--- src/rtl/imem_read_arbiter.sv ---
// Arbitrates the single instruction-side AXI read channel between I-cache demand refills
// and stream-buffer prefetches, one burst at a time, routing returned beats to the owner.
module imem_read_arbiter #(
   parameter int ADDR_WIDTH   = 32,
   parameter int DATA_WIDTH   = 32,
   parameter int BURST_LEN    = 4,
   parameter int STARVE_LIMIT = 4
) (
   input  logic                  clk,
   input  logic                  rst_n,
   input  logic                  dem_arvalid,
   input  logic [ADDR_WIDTH-1:0] dem_araddr,
   output logic                  dem_arready,
   output logic                  dem_rvalid,
   output logic [DATA_WIDTH-1:0] dem_rdata,
   output logic                  dem_rlast,
   input  logic                  pf_arvalid,
   input  logic [ADDR_WIDTH-1:0] pf_araddr,
   output logic                  pf_arready,
   input  logic                  pf_cancel,
   output logic                  pf_rvalid,
   output logic [DATA_WIDTH-1:0] pf_rdata,
   output logic                  pf_rlast,
   output logic                  mem_arvalid,
   output logic [ADDR_WIDTH-1:0] mem_araddr,
   output logic [7:0]            mem_arlen,
   input  logic                  mem_arready,
   input  logic                  mem_rvalid,
   input  logic [DATA_WIDTH-1:0] mem_rdata,
   input  logic                  mem_rlast,
   output logic                  mem_rready,
   output logic                  busy,
   output logic                  owner,
   output logic                  err
);

   localparam int CNT_W = $clog2(BURST_LEN) + 2;
   localparam int STV_W = $clog2(STARVE_LIMIT + 1);
   localparam logic [CNT_W-1:0] LAST_BEAT = CNT_W'(BURST_LEN - 1);
   localparam logic [STV_W-1:0] STV_MAX   = STV_W'(STARVE_LIMIT);

   typedef enum logic [1:0] {
      IDLE = 2'd0,
      ADDR = 2'd1,
      DATA = 2'd2
   } state_t;

   state_t                state_q, state_d;
   logic [ADDR_WIDTH-1:0] addr_q, addr_d;
   logic                  owner_q, owner_d;
   logic [STV_W-1:0]      starve_q, starve_d;
   logic [CNT_W-1:0]      beat_q, beat_d;
   logic                  cancel_q, cancel_d;
   logic                  err_q, err_d;

   logic grant_pf;
   logic grant_dem;
   logic cancel_now;
   logic beat_go;

   // Grants are gated by rst_n so every handshake output is low while reset is held.
   always_comb begin
      grant_pf   = rst_n & (state_q == IDLE) & pf_arvalid &
                   (~dem_arvalid | (starve_q == STV_MAX));
      grant_dem  = rst_n & (state_q == IDLE) & dem_arvalid & ~grant_pf;
      cancel_now = (state_q != IDLE) & owner_q & pf_cancel;
      beat_go    = (state_q == DATA) & mem_rvalid;
   end

   always_comb begin
      state_d  = state_q;
      addr_d   = addr_q;
      owner_d  = owner_q;
      starve_d = starve_q;
      beat_d   = beat_q;
      cancel_d = cancel_q | cancel_now;
      err_d    = err_q;
      case (state_q)
         IDLE: begin
            cancel_d = 1'b0;
            if (grant_pf) begin
               addr_d   = pf_araddr;
               owner_d  = 1'b1;
               starve_d = '0;
               state_d  = ADDR;
            end else if (grant_dem) begin
               addr_d  = dem_araddr;
               owner_d = 1'b0;
               if (pf_arvalid && (starve_q != STV_MAX)) begin
                  starve_d = starve_q + STV_W'(1);
               end
               state_d = ADDR;
            end
         end
         ADDR: begin
            if (mem_arready) begin
               beat_d  = '0;
               state_d = DATA;
            end
         end
         DATA: begin
            if (mem_rvalid) begin
               if (beat_q != {CNT_W{1'b1}}) begin
                  beat_d = beat_q + CNT_W'(1);
               end
               // A short or long burst is still drained to its rlast, but flagged.
               if (mem_rlast) begin
                  if (beat_q != LAST_BEAT) begin
                     err_d = 1'b1;
                  end
                  cancel_d = 1'b0;
                  state_d  = IDLE;
               end
            end
         end
         default: state_d = IDLE;
      endcase
   end

   always_ff @(posedge clk or negedge rst_n) begin
      if (!rst_n) begin
         state_q  <= IDLE;
         addr_q   <= '0;
         owner_q  <= 1'b0;
         starve_q <= '0;
         beat_q   <= '0;
         cancel_q <= 1'b0;
         err_q    <= 1'b0;
      end else begin
         state_q  <= state_d;
         addr_q   <= addr_d;
         owner_q  <= owner_d;
         starve_q <= starve_d;
         beat_q   <= beat_d;
         cancel_q <= cancel_d;
         err_q    <= err_d;
      end
   end

   assign dem_arready = grant_dem;
   assign pf_arready  = grant_pf;
   assign mem_arvalid = (state_q == ADDR);
   assign mem_araddr  = addr_q;
   assign mem_arlen   = 8'(BURST_LEN - 1);
   assign mem_rready  = (state_q == DATA);
   assign busy        = (state_q != IDLE);
   assign owner       = owner_q;
   assign err         = err_q;

   // Cancel suppresses the beat in the very cycle it is raised, hence cancel_now.
   assign dem_rvalid = beat_go & ~owner_q;
   assign pf_rvalid  = beat_go & owner_q & ~(cancel_q | cancel_now);
   assign dem_rdata  = mem_rdata;
   assign pf_rdata   = mem_rdata;
   assign dem_rlast  = dem_rvalid & mem_rlast;
   assign pf_rlast   = pf_rvalid & mem_rlast;

endmodule
--- config.mk ---
export PLATFORM = sky130hd
export DESIGN_NAME = imem_read_arbiter
export DESIGN_NICKNAME = d
export VERILOG_FILES = /design/src/rtl/imem_read_arbiter.sv
export SDC_FILE = /design/constraint.sdc
export NUM_CORES = 1
export LEC_CHECK = 0
export BUFFER_PORTS_ARGS = -buffer_cell sky130_fd_sc_hd__buf_2
export CAP_MARGIN = 20
export CORE_ASPECT_RATIO = 2
export CORE_MARGIN = 5
export CORE_UTILIZATION = 35
export DETAILED_ROUTE_END_ITERATION = 7
export PLACE_DENSITY = 0.71
export SLEW_MARGIN = 20
export SYNTH_ARGS = -nofsm -noshare
export SYNTH_HDL_FRONTEND = slang
export SYNTH_SLANG_ARGS = --single-unit
--- constraint.sdc ---
create_clock -name clk -period 3.5 [get_ports clk]
set_input_delay 0.525 -clock clk [delete_from_list [all_inputs] [get_ports clk]]
set_output_delay 0.525 -clock clk [all_outputs]
set_load 0.02 [all_outputs]
# Yosys cells after proc, flatten, opt, wreduce, memory -nomap -nowiden
# Cells that the tools add are included.
[totals] reg_bits=44 inputBits=104
[op_classes] add_sub_neg=2 eq_ne=11 muxes=20 bitwise_logic=19 reduce_logical=11
[op_table] cell="32-bit two-way mux" n=2
[op_table] cell="1-bit bitwise AND" n=13
[op_table] cell="4-bit two-way mux" n=3
[op_table] cell="4-bit AND reduction" n=3
[op_table] cell="2-bit two-way mux" n=5
[op_table] cell="3-bit two-way mux" n=3
[op_table] cell="4-bit case mux with 2 select lines" n=1
[op_table] cell="2-bit nonzero test" n=4
[op_table] cell="3-bit != test (second input constant)" n=2
[op_table] cell="2-bit case mux with 3 select lines" n=1
[op_table] cell="4-bit by 1-bit adder with 4-bit output (second input constant)" n=1
[op_table] cell="1-bit two-way mux" n=4
[op_table] cell="2-bit by 1-bit != test with 1-bit output (second input constant)" n=2
[op_table] cell="2-bit != test (second input constant)" n=2
[op_table] cell="4-bit by 2-bit != test with 1-bit output (second input constant)" n=1
[op_table] cell="4-bit != test (second input constant)" n=1
[op_table] cell="1-bit NOT" n=4
[op_table] cell="3-bit by 1-bit adder with 3-bit output (second input constant)" n=1
[op_table] cell="3-bit equality test (second input constant)" n=1
[op_table] cell="3-bit AND reduction" n=1
[op_table] cell="2-bit by 1-bit equality test with 1-bit output (second input constant)" n=1
[op_table] cell="2-bit equality test (second input constant)" n=1
[op_table] cell="2-bit zero test" n=1
[op_table] cell="1-bit bitwise OR" n=2
[op_table] cell="other kinds (3)" n=3

# Depth between registers and ports, before layout
[logic_depth] word_depth=9 mapped_depth=7 ltp_nobuf=6

# Worst setup path after synthesis
# No wires, ideal clock.
[synth_timing] path_type="input port to output port" start="input port rst_n" end="output port dem_arready" arrival_ps=1361 t_required_ps=2975 path_slack_ps=1614 cell_stages=4 path_buffers=2 cell_sequence="nor4bb_2 > buf_6 > buf_12 > and2_1"
[synth_between] elab_chain_cells=5 elab_cells_between_ends=6 cone_classes="6 x bitwise"
[synth_rtl] item="from (decl)" line="10" text="input logic rst_n,"
[synth_rtl] item="1-bit bitwise AND *" line="63, 65"
[synth_rtl] item="1-bit bitwise AND (2 in a row)" line="63" text="grant_pf = rst_n & (state_q == IDLE) & pf_arvalid &"
[synth_rtl] item="1-bit NOT" line="65" text="grant_dem = rst_n & (state_q == IDLE) & dem_arvalid & ~grant_pf;"
[synth_rtl] item="1-bit bitwise AND *" line="65"
[synth_rtl] item="to (decl)" line="13" text="output logic dem_arready,"
# Every way passes the cells marked *; elsewhere a longest branch is shown, timed or not.

# Worst setup path in the final report
[layout_timing] start="register starve_q[0]" end="output port dem_arready"
[layout_between] elab_chain_cells=5
[layout_rtl] item="from (decl)" line="51" text="logic [STV_W-1:0] starve_q, starve_d;"
[layout_rtl] item="from (signal assigned)" line="133" text="starve_q <= starve_d;"
[layout_rtl] item="3-bit equality test" line="64" text="(~dem_arvalid | (starve_q == STV_MAX));"
[layout_rtl] item="1-bit bitwise OR" line="64"
[layout_rtl] item="1-bit bitwise AND" line="63"
[layout_rtl] item="1-bit NOT" line="65"
[layout_rtl] item="1-bit bitwise AND" line="65"
# No other way between the ends.

==> load_flow_metrics.sql <==
INSERT INTO impl_metrics (metric_group, metric, value, unit) VALUES
('synth', 'synthArstFlopShare', '1.00', ''),
('timing', 'grt_setup_unrepaired', 'no', ''),
('setup_path', 'rrSetupSlack', '1.45', 'ns'),
('synth', 'yosys-top-cells-area', 'dfrtp_1 (37%), buf_4 (19%), mux2_4 (14%), mux2_2 (14%), buf_12 (2.0%)', ''),
('floorplan', 'start_util', '0.357', ''),
('cts', 'max-clock-path-buffers', '2', ''),
('power', 'power.net_switching', '985', 'uW'),
('route', 'drtPass1Iterations', '4', ''),
('setup_path', 'crit_arrival', '1.89', 'ns'),
('timing', 'finalHoldViolations', '0', ''),
('power', 'clock_power_share', '0.190', ''),
('setup_path', 'cpPeakStageDelay', '0.37', 'ns'),
('setup_path', 'worst_r2r_endpoint', 'mem_araddr[4]', ''),
('power', 'power_per_cell_area', '856', 'mW/mm2'),
('place', 'place_worst_setup_slack', '1.05', 'ns'),
('route', 'route.vias.total', '1883', ''),
('setup_path', 'critical_path.max_fanout', '35', ''),
('cts', 'clk_transition_reported_paths', '0.06', 'ns'),
('synth', 'synth_area_per_cell', '12.0', 'um2'),
('synth', 'synthDistinctLibCells', '36', ''),
('synth', 'synthesized_flop_and_latch_total', '44', ''),
('cts', 'worst_skew_pair.late_latency', '0.28', 'ns'),
('floorplan', 'floorplan.die.height', '140', 'um'),
('setup_path', 'critical_path.cell_chain', 'inv_1 -> ha_1 -> a21bo_2 -> nand2_4 -> and2_1 -> buf_2', ''),
('floorplan', 'core_region_area', '0.00823', 'mm2'),
('grt', 'first_global_vias', '2106', ''),
('timing', 'layout_min_cycle_time', '2.42', 'ns'),
('setup_path', 'crit_required', '2.97', 'ns'),
('grt', 'wire_length_of_the_first_global_routing_pass', '10000', 'um'),
('power', 'leakage', '1.65', 'nW'),
('grt', 'number_of_antenna_violations_at_the_first_check_in_global_routing', '2', ''),
('synth', 'synth_edf_count', '0', ''),
('setup_path', 'reg2reg_from', 'state_q[1]', ''),
('cts', 'cts.sinks', '44', ''),
('setup_path', 'worst_setup_path_end_kind', 'output port', ''),
('route', 'drt_iter0_markers', '44', ''),
('synth', 'synth-main-ff-cell', 'dfrtp_1', ''),
('cts', 'tritoncts.num_buffers', '5', ''),
('timing', 'fmax', '414', 'MHz'),
('floorplan', 'floorplan.die_area', '0.0104', 'mm2'),
('route', 'drcViolationCount', '0', ''),
('route', 'drt-wirelength-per-cell', '16.5', 'um'),
('synth', 'synth-seq-area-share', '0.374', ''),
('worst_hold_path', 'hold_path.class', 'primary input to asynchronous set/reset pin', ''),
('cts', 'tritoncts_clock_tree', 'built', ''),
('floorplan', 'fp-row-count', '47', ''),
('power', 'power_frac_comb', '0.484', ''),
('setup_path', 'timing.critical_path.from_type', 'register', ''),
('timing', 'fin_skew', '0.00348', 'ns'),
('power', 'power.internal', '1.77', 'mW'),
('timing', 'setup_ws', '1.08', 'ns'),
('synth', 'synth-warning-count', '0', ''),
('setup_path', 'critical-path-slowest-cell', 'nand2_4', ''),
('layout', 'synth_to_final_area_change', '9.66', '%'),
('synth', 'netlist.area_leader.share', '0.374', ''),
('timing', 'fin_crit_sh', '0.690', ''),
('synth', 'synthCells', '245', ''),
('cts', 'postCtsSetupBuffers', '0', ''),
('power', 'swShare', '0.357', ''),
('floorplan', 'die-width', '74.8', 'um'),
('synth', 'synth_most_common_cell', 'buf_4', ''),
('status', 'outcome', 'finished, final reports clean', ''),
('place', 'portBuffers', '114', ''),
('flow_run', 'max_cap_viol_count', '0', ''),
('synth', 'synthTopCellsByCount', 'buf_4 (73), dfrtp_1 (44), mux2_2 (36)', ''),
('route', 'post_dr_vias_cell', '4.76', ''),
('timing', 'final.setup.tns', '0', 'ns'),
('place', 'dp.final_hpwl', '5140', 'um'),
('cts', 'cts.htree.levels', '2', ''),
('timing', 'timing.final.max_slew_violations', '0', ''),
('grt', 'gr-usage-all-layers', '0.127', '');
[flip-flops by register name, summed over array words and instances (netlist names)]
signal	count
cancel_q	1
mem_araddr	32
owner	1
err	1
state_q	2
starve_q	3
beat_q	4
[cell families (layout without fill, tap and decap cells)]
kind of cell | Yosys count | in the layout | share of synthesized area
AO/OA/AOI/OAI | 15 | 15 | 0.0366
AND/OR/NAND/NOR | 28 | 28 | 0.0596
multiplexers | 67 | 67 | 0.291
other | 2 | 9 | 0.00255
buffers and inverters | 86 | 132 | 0.223
flip-flops | 44 | 44 | 0.374
adder cells (fa/ha/maj) | 3 | 3 | 0.0128
[area by class of cell]
| class | instances | area [um2] |
|---|---|---|
| Tap cell | 98 | 123 |
| Inverter | 7 | 26.3 |
| Clock inverter | 2 | 35.0 |
| Sequential cell | 44 | 1100 |
| Clock buffer | 6 | 129 |
| Fill cell | 818 | 5010 |
| Timing Repair Buffer | 117 | 593 |
| Antenna cell | 1 | 2.50 |
| Multi-Input combinational cell | 121 | 1210 |
[critical path: cells and delay by family, from the launching register on]
family / cells / cell delay (ns)
AND/OR/NAND/NOR: 2 / 0.57
flip-flops: 1 / 0.35
adder cells (fa/ha/maj): 1 / 0.21
buffers and inverters: 2 / 0.24
AO/OA/AOI/OAI: 1 / 0.25
[cells in the final DEF (no fill, tap or decap), types with 2 or more instances in the layout]
cell       instances
mux2i_1            3
buf_4              3
o21ai_0            3
nand3_1            3
nand3b_1           2
a21oi_1            2
dfrtp_1           44
buf_2            114
mux2_4            28
and2b_2            2
nor2_1             6
a22o_1             2
nand2_1            6
inv_1              7
clkbuf_16          5
conb_1             8
ha_1               3
mux2_2            36
[stage by stage]
step | std cells | total power, mW | instance area [um2] | hold WS, ns | utilization
2_1_floorplan | 251 | 2.00 | 2960 | 0.229 | -
3_3_place_gp | 387 | 2.23 | 3060 | 0.439 | 0.371
3_5_place_dp | 387 | 2.27 | 3060 | 0.444 | 0.371
4_1_cts | 395 | 2.81 | 3220 | 0.136 | 0.391
5_1_grt | 396 | 2.95 | 3220 | 0.157 | 0.392
6_report | 396 | 2.76 | 3220 | 0.130 | 0.392
[power by group through the flow]
stage / Combinational, mW / Clock [mW] / Sequential (mW)
after floorplan: 0.850 / 0 / 1.15
after global placement: 1.32 / 0 / 0.908
after detailed placement: 1.35 / 0 / 0.914
after CTS: 1.36 / 0.549 / 0.906
after global routing: 1.44 / 0.570 / 0.939
final: 1.33 / 0.523 / 0.902
[per-layer routing]
| layer | vias up | track usage | routed length, um |
|---|---|---|---|
| li1 | 861 | - | - |
| met3 | 50 | 0.0325 | 681 |
| met1 | 885 | 0.108 | 2020 |
| met5 | - | 0 | 13 |
| met4 | 2 | 0.0844 | 362 |
| met2 | 85 | 0.238 | 3470 |
[how the worst max path moves through the flow]
stage / from / to / slack (ns) / depth (start not counted)
2_1_floorplan: rst_n / dem_arready / 1.61 / 4
3_3_place_gp: rst_n / dem_arready / 1.07 / 5
3_5_place_dp: rst_n / mem_araddr[4] / 1.05 / 5
4_1_cts: starve_q[0] / dem_arready / 1.02 / 6
5_1_grt: starve_q[0] / dem_arready / 0.91 / 6
6_report: starve_q[0] / dem_arready / 1.08 / 6
Note: power is estimated with default switching activity, not from simulation.
